$ cat src/rtl/im_loader.sv
// Boot-time instruction-memory loader: assembles big-endian words from a host byte
// stream, writes them to IM from address 0, verifies an XOR checksum, then releases the core.
module im_loader #(
  parameter int ADDR_W = 8
) (
  input  logic              CLK,
  input  logic              RST,
  input  logic              start,
  input  logic [7:0]        rx_data,
  input  logic              rx_valid,
  output logic              rx_ready,
  output logic              WE,
  output logic [ADDR_W-1:0] W_Addr,
  output logic [31:0]       W_Ins,
  output logic              core_rst,
  output logic              busy,
  output logic              done,
  output logic              err
);

  typedef enum logic [2:0] {
    S_IDLE  = 3'd0,
    S_HDR   = 3'd1,
    S_DATA  = 3'd2,
    S_WRITE = 3'd3,
    S_CHK   = 3'd4,
    S_DONE  = 3'd5,
    S_ERR   = 3'd6
  } state_t;

  // One word past the last IM address is still a legal count (fills IM exactly).
  localparam logic [32:0] MAX_WORDS = 33'd1 << ADDR_W;

  state_t            state;
  state_t            state_nxt;
  logic [1:0]        bidx;
  logic [23:0]       shift;
  logic [31:0]       word_in;
  logic [ADDR_W:0]   cnt;
  logic [ADDR_W:0]   cnt_inc;
  logic [ADDR_W:0]   n_words;
  logic [31:0]       acc;
  logic [31:0]       acc_nxt;
  logic              take;
  logic              last_byte;
  logic              session_start;

  function automatic logic accepts_bytes(input state_t s);
    return (s == S_HDR) || (s == S_DATA) || (s == S_CHK);
  endfunction

  function automatic logic in_session(input state_t s);
    return (s == S_HDR) || (s == S_DATA) || (s == S_WRITE) || (s == S_CHK);
  endfunction

  function automatic logic [31:0] xor_fold(input logic [31:0] a, input logic [31:0] b);
    return a ^ b;
  endfunction

  // Byte handshake decode and next-state selection.
  always_comb begin
    take          = rx_valid && rx_ready;
    last_byte     = take && (bidx == 2'd3);
    word_in       = {shift, rx_data};
    cnt_inc       = cnt + {{ADDR_W{1'b0}}, 1'b1};
    acc_nxt       = xor_fold(acc, W_Ins);
    state_nxt     = state;
    case (state)
      S_IDLE: begin
        if (start) state_nxt = S_HDR;
        else       state_nxt = S_IDLE;
      end
      S_HDR: begin
        if (!last_byte)                       state_nxt = S_HDR;
        else if ({1'b0, word_in} > MAX_WORDS) state_nxt = S_ERR;
        else if (word_in == 32'd0)            state_nxt = S_CHK;
        else                                  state_nxt = S_DATA;
      end
      S_DATA: begin
        if (last_byte) state_nxt = S_WRITE;
        else           state_nxt = S_DATA;
      end
      S_WRITE: begin
        if (cnt_inc == n_words) state_nxt = S_CHK;
        else                    state_nxt = S_DATA;
      end
      S_CHK: begin
        if (!last_byte)          state_nxt = S_CHK;
        else if (word_in == acc) state_nxt = S_DONE;
        else                     state_nxt = S_ERR;
      end
      S_DONE, S_ERR: begin
        if (start) state_nxt = S_HDR;
        else       state_nxt = state;
      end
      default: state_nxt = S_IDLE;
    endcase
    session_start = (state_nxt == S_HDR) && !in_session(state);
  end

  // State, registered outputs and the byte/word datapath.
  always_ff @(posedge CLK or posedge RST) begin
    if (RST) begin
      state    <= S_IDLE;
      rx_ready <= 1'b0;
      WE       <= 1'b0;
      W_Addr   <= {ADDR_W{1'b0}};
      W_Ins    <= 32'd0;
      core_rst <= 1'b1;
      busy     <= 1'b0;
      done     <= 1'b0;
      err      <= 1'b0;
      bidx     <= 2'd0;
      shift    <= 24'd0;
      cnt      <= {(ADDR_W+1){1'b0}};
      n_words  <= {(ADDR_W+1){1'b0}};
      acc      <= 32'd0;
    end else begin
      state    <= state_nxt;
      rx_ready <= accepts_bytes(state_nxt);
      busy     <= in_session(state_nxt);
      WE       <= (state_nxt == S_WRITE);
      done     <= (state_nxt == S_DONE);
      err      <= (state_nxt == S_ERR);
      core_rst <= (state_nxt != S_DONE);

      if (session_start) begin
        bidx <= 2'd0;
        cnt  <= {(ADDR_W+1){1'b0}};
        acc  <= 32'd0;
      end else if (state == S_WRITE) begin
        acc <= acc_nxt;
        cnt <= cnt_inc;
      end else if (take) begin
        bidx  <= bidx + 2'd1;
        shift <= word_in[23:0];
      end else begin
        bidx <= bidx;
      end

      // Only the low ADDR_W+1 bits matter once the count has passed the range check.
      if (state == S_HDR && last_byte) begin
        n_words <= word_in[ADDR_W:0];
      end else begin
        n_words <= n_words;
      end

      if (state == S_DATA && last_byte) begin
        W_Ins  <= word_in;
        W_Addr <= cnt[ADDR_W-1:0];
      end else begin
        W_Ins  <= W_Ins;
        W_Addr <= W_Addr;
      end
    end
  end

endmodule

$ cat config.mk
export PLATFORM = sky130hd
export DESIGN_NAME = im_loader
export DESIGN_NICKNAME = d
export VERILOG_FILES = /design/src/rtl/im_loader.sv
export SDC_FILE = /design/constraint.sdc
export NUM_CORES = 1
export LEC_CHECK = 0
export CORE_ASPECT_RATIO = 1.4
export CORE_MARGIN = 5
export CORE_UTILIZATION = 62
export DETAILED_ROUTE_END_ITERATION = 10
export GPL_ROUTABILITY_DRIVEN = 0
export PLACE_DENSITY_LB_ADDON = 0.3
export SYNTH_ARGS = -nofsm -noshare
export SYNTH_HDL_FRONTEND = slang
export SYNTH_SLANG_ARGS = --single-unit
$ cat constraint.sdc
create_clock -name CLK -period 6.2 [get_ports CLK]
set_input_delay 1.24 -clock CLK [delete_from_list [all_inputs] [get_ports CLK]]
set_output_delay 1.24 -clock CLK [all_outputs]
set_load 0.02 [all_outputs]
==> results.cfg <==
[logic_synthesis]
synth_cell_types = 53
synth_fa_ha_area_share_pct = 0.421
synth-main-ff-cell = dfrtp_1
synth.cell_area_sq_mm = 0.00594
synth_top_area_share_pct = 52.3
synth_async_sr_flop_share_pct = 100
syn_area_per_cell_sq_um = 11.2
yosys.area.top_type = dfrtp_1
ys_seq_area_share_pct = 52.7
muxShareOfSynthArea_pct = 12.3
synth_edf_count = 0
ys_warn_count = 0
synth_top_family_by_area = simple AND/OR/NAND/NOR gates
synthTopCellsByArea = dfrtp_1 52%, mux2_2 12%, xor2_1 10%, nand2_1 4.5%, nor2_1 3.5%
synth_compound_area_share_pct = 3.71
syn_nets = 542
synthCells = 528
synth_seq_cells = 125
synth_simple_gate_area_share_pct = 15.3
synthXorXnorAreaFrac_pct = 12.6

[cts]
clk_pin_slew_ns = 0.05
ctsResizeCount = 0
cts_inserted_buffers = 17
post_cts_buffers = 0
ctsHoldBuffers = 0
htreeDepth = 4
clock_sinks = 125
cts_tree = built
cts-root-buf = clkbuf_16
clk_path_buf_depth = 2
clk-insertion-delay-late_ns = 0.41

[timing]
fmax_mhz = 298
setup_viol = 0
hold_violations = 0
drv_slew = 0
fin_ws_ns = 2.84
finalSetupTns_ns = 0
fin_crit_ns = 3.36
fin_crit_sh_pct = 54.2
max_slew.worst_pin.slew_ns = 1.01
rsz0062_at_grt = false
relSlewSlack_pct = 32.4
finClkSkew_ns = 0.00752

[die]
die_area_sq_mm = 0.0117
initial_core_util_pct = 63.1
io_pins = 58
fp-row-count = 42
fp.dieW_um = 92.7
die_h_um = 126
core_sq_mm = 0.00941

[grt]
grt_first_pass_wirelength_um = 22800
grt_pass1_vias = 4512
antenna_found_initial = 0
gr-usage-all-layers_pct = 25.2
overflow = 0
grt_max_degree = 85

[run]
max-cap-violations = 0

[pwr]
power-per-cell-area_mw_per_mm2 = 436
p_leak_nw = 3.28
ir_drop_v = 0.000237

[worst_setup_path]
required_ns = 6.47
critPathLaunchType = input port
ff2ff_setup_slack_ns = 3.32
cp.arrival_ns = 3.63
end_kind = flip-flop
path_class = in -> reg
critical_path_peak_fanout = 5

[status]
outcome = complete, no violations

[finish]
final_core_util_pct = 75.9
diodes = 0
drive_gt1_share_pct = 18.9
fillers = 597
num-nets-final = 595
syn_to_final_growth_pct = 20.3

[routing]
wl_per_cell_um = 19.3
drt_first_iter_violations = 222
routed_wirelength_um = 13600
dr.pass1.iters = 5
vias = 4149
ant_nets = 0
viasPerCell = 5.89
drc = 0

[min_path]
hp-class = reg -> reg

[place]
dp_hpwl_um = 8840
portBuffers = 57
dp_slack_ns = 2.53
sequential cells by signal (all words and copies together), names as in the netlist, 2 cells and up:
register  flops
W_Ins        32
acc          32
shift        24
cnt           9
n_words       9
W_Addr        8
state         3
bidx          2
metrics by stage:
stage / hold WS, ns / total power [mW] / cell area [sq um] / instances
2_1_floorplan: 0.463 / 1.80 / 5940 / 528
3_3_place_gp: 0.484 / 2.08 / 6540 / 672
3_5_place_dp: 0.488 / 2.11 / 6540 / 672
4_1_cts: 0.500 / 3.12 / 7140 / 704
5_1_grt: 0.520 / 3.26 / 7140 / 704
6_report: 0.498 / 3.11 / 7140 / 704
worst max-delay path: stages:
cell,delay (ns)
clkdlybuf4s50_1,0.51
nor4_1,0.67
nand2_1,0.10
nor4_1,0.21
o22ai_1,0.13
a211oi_1,0.47
and2_2,0.24
o31ai_1,0.06
Yosys cell counts, drive strengths merged, types with 6 or more instances:
cell	n
mux2	64
nand4	6
dfrtp	124
xor2	70
a21oi	7
nand2	71
nand3	8
xnor2	13
nor2	55
nor4	16
buf	13
clkbuf	14
cell usage in the layout, fill, tap and decap left out, drive strengths merged, types with 2 or more instances in the layout:
cell	synthesis	routed
a211oi	2	2
a21o	2	2
a21oi	7	7
and2	2	2
and3	2	2
buf	13	4
bufinv	0	2
clkbuf	14	27
clkdlybuf4s50	0	57
clkinv	0	2
dfrtp	124	124
ha	2	2
inv	4	4
mux2	64	64
nand2	71	71
nand2b	2	2
nand3	8	8
nand3b	2	2
nand4	6	6
nand4b	3	3
nor2	55	55
nor2b	5	5
nor3	5	5
nor3b	3	3
nor4	16	16
o211ai	4	4
o21a	2	2
o21ai	4	4
o221ai	2	2
o22ai	2	2
o31ai	2	2
or2	2	2
or4	2	2
xnor2	13	13
xor2	70	70
routing by layer:
metal	GRT usage, %	vias up	routed length [um]
met5	0	-	0
met3	5.79	33	695
met2	44.6	120	7450
met4	11.6	0	425
li1	-	1896	-
met1	28.5	2100	5040
report_power, final:
part / switching (mW) / internal [mW]
clock: 0.338 / 0.655
combinational: 0.435 / 0.407
sequential: 0.263 / 1.01
total: 1.04 / 2.08
final timing paths:
kind	startpoint	endpoint	depth (start not counted)
max in group asynchronous	RST	acc[29]	3
setup reg to reg	cnt[0]	err	8
hold / removal	n_words[3]	n_words[3]	2
min in group asynchronous	RST	W_Addr[1]	2
setup / recovery	rx_data[5]	rx_ready	8
hold reg to reg	n_words[3]	n_words[3]	2
cells by family (layout without fill, tap and decap cells):
group,after synthesis,after routing
and+or+nand+nor,189,189
DFF,125,125
xor gates and xnor gates,84,84
muxes,65,65
AOI/OAI and AO/OA,32,32
buffers and inverters,31,97
adders and majority gates,2,2
area by class of cell:
| type | count | area [sq um] | share of cell area, % |
|---|---|---|---|
| sequential | 125 | 3130 | 43.8 |
| multi-input combinational | 372 | 2650 | 37.2 |
| timing repair buffer | 61 | 601 | 8.41 |
| clock buffer | 27 | 523 | 7.33 |
| tap | 110 | 138 | 1.93 |
| clock inverter | 5 | 77.6 | 1.09 |
| inverter | 4 | 17.5 | 0.245 |
Power figures use the tool's default switching activity.
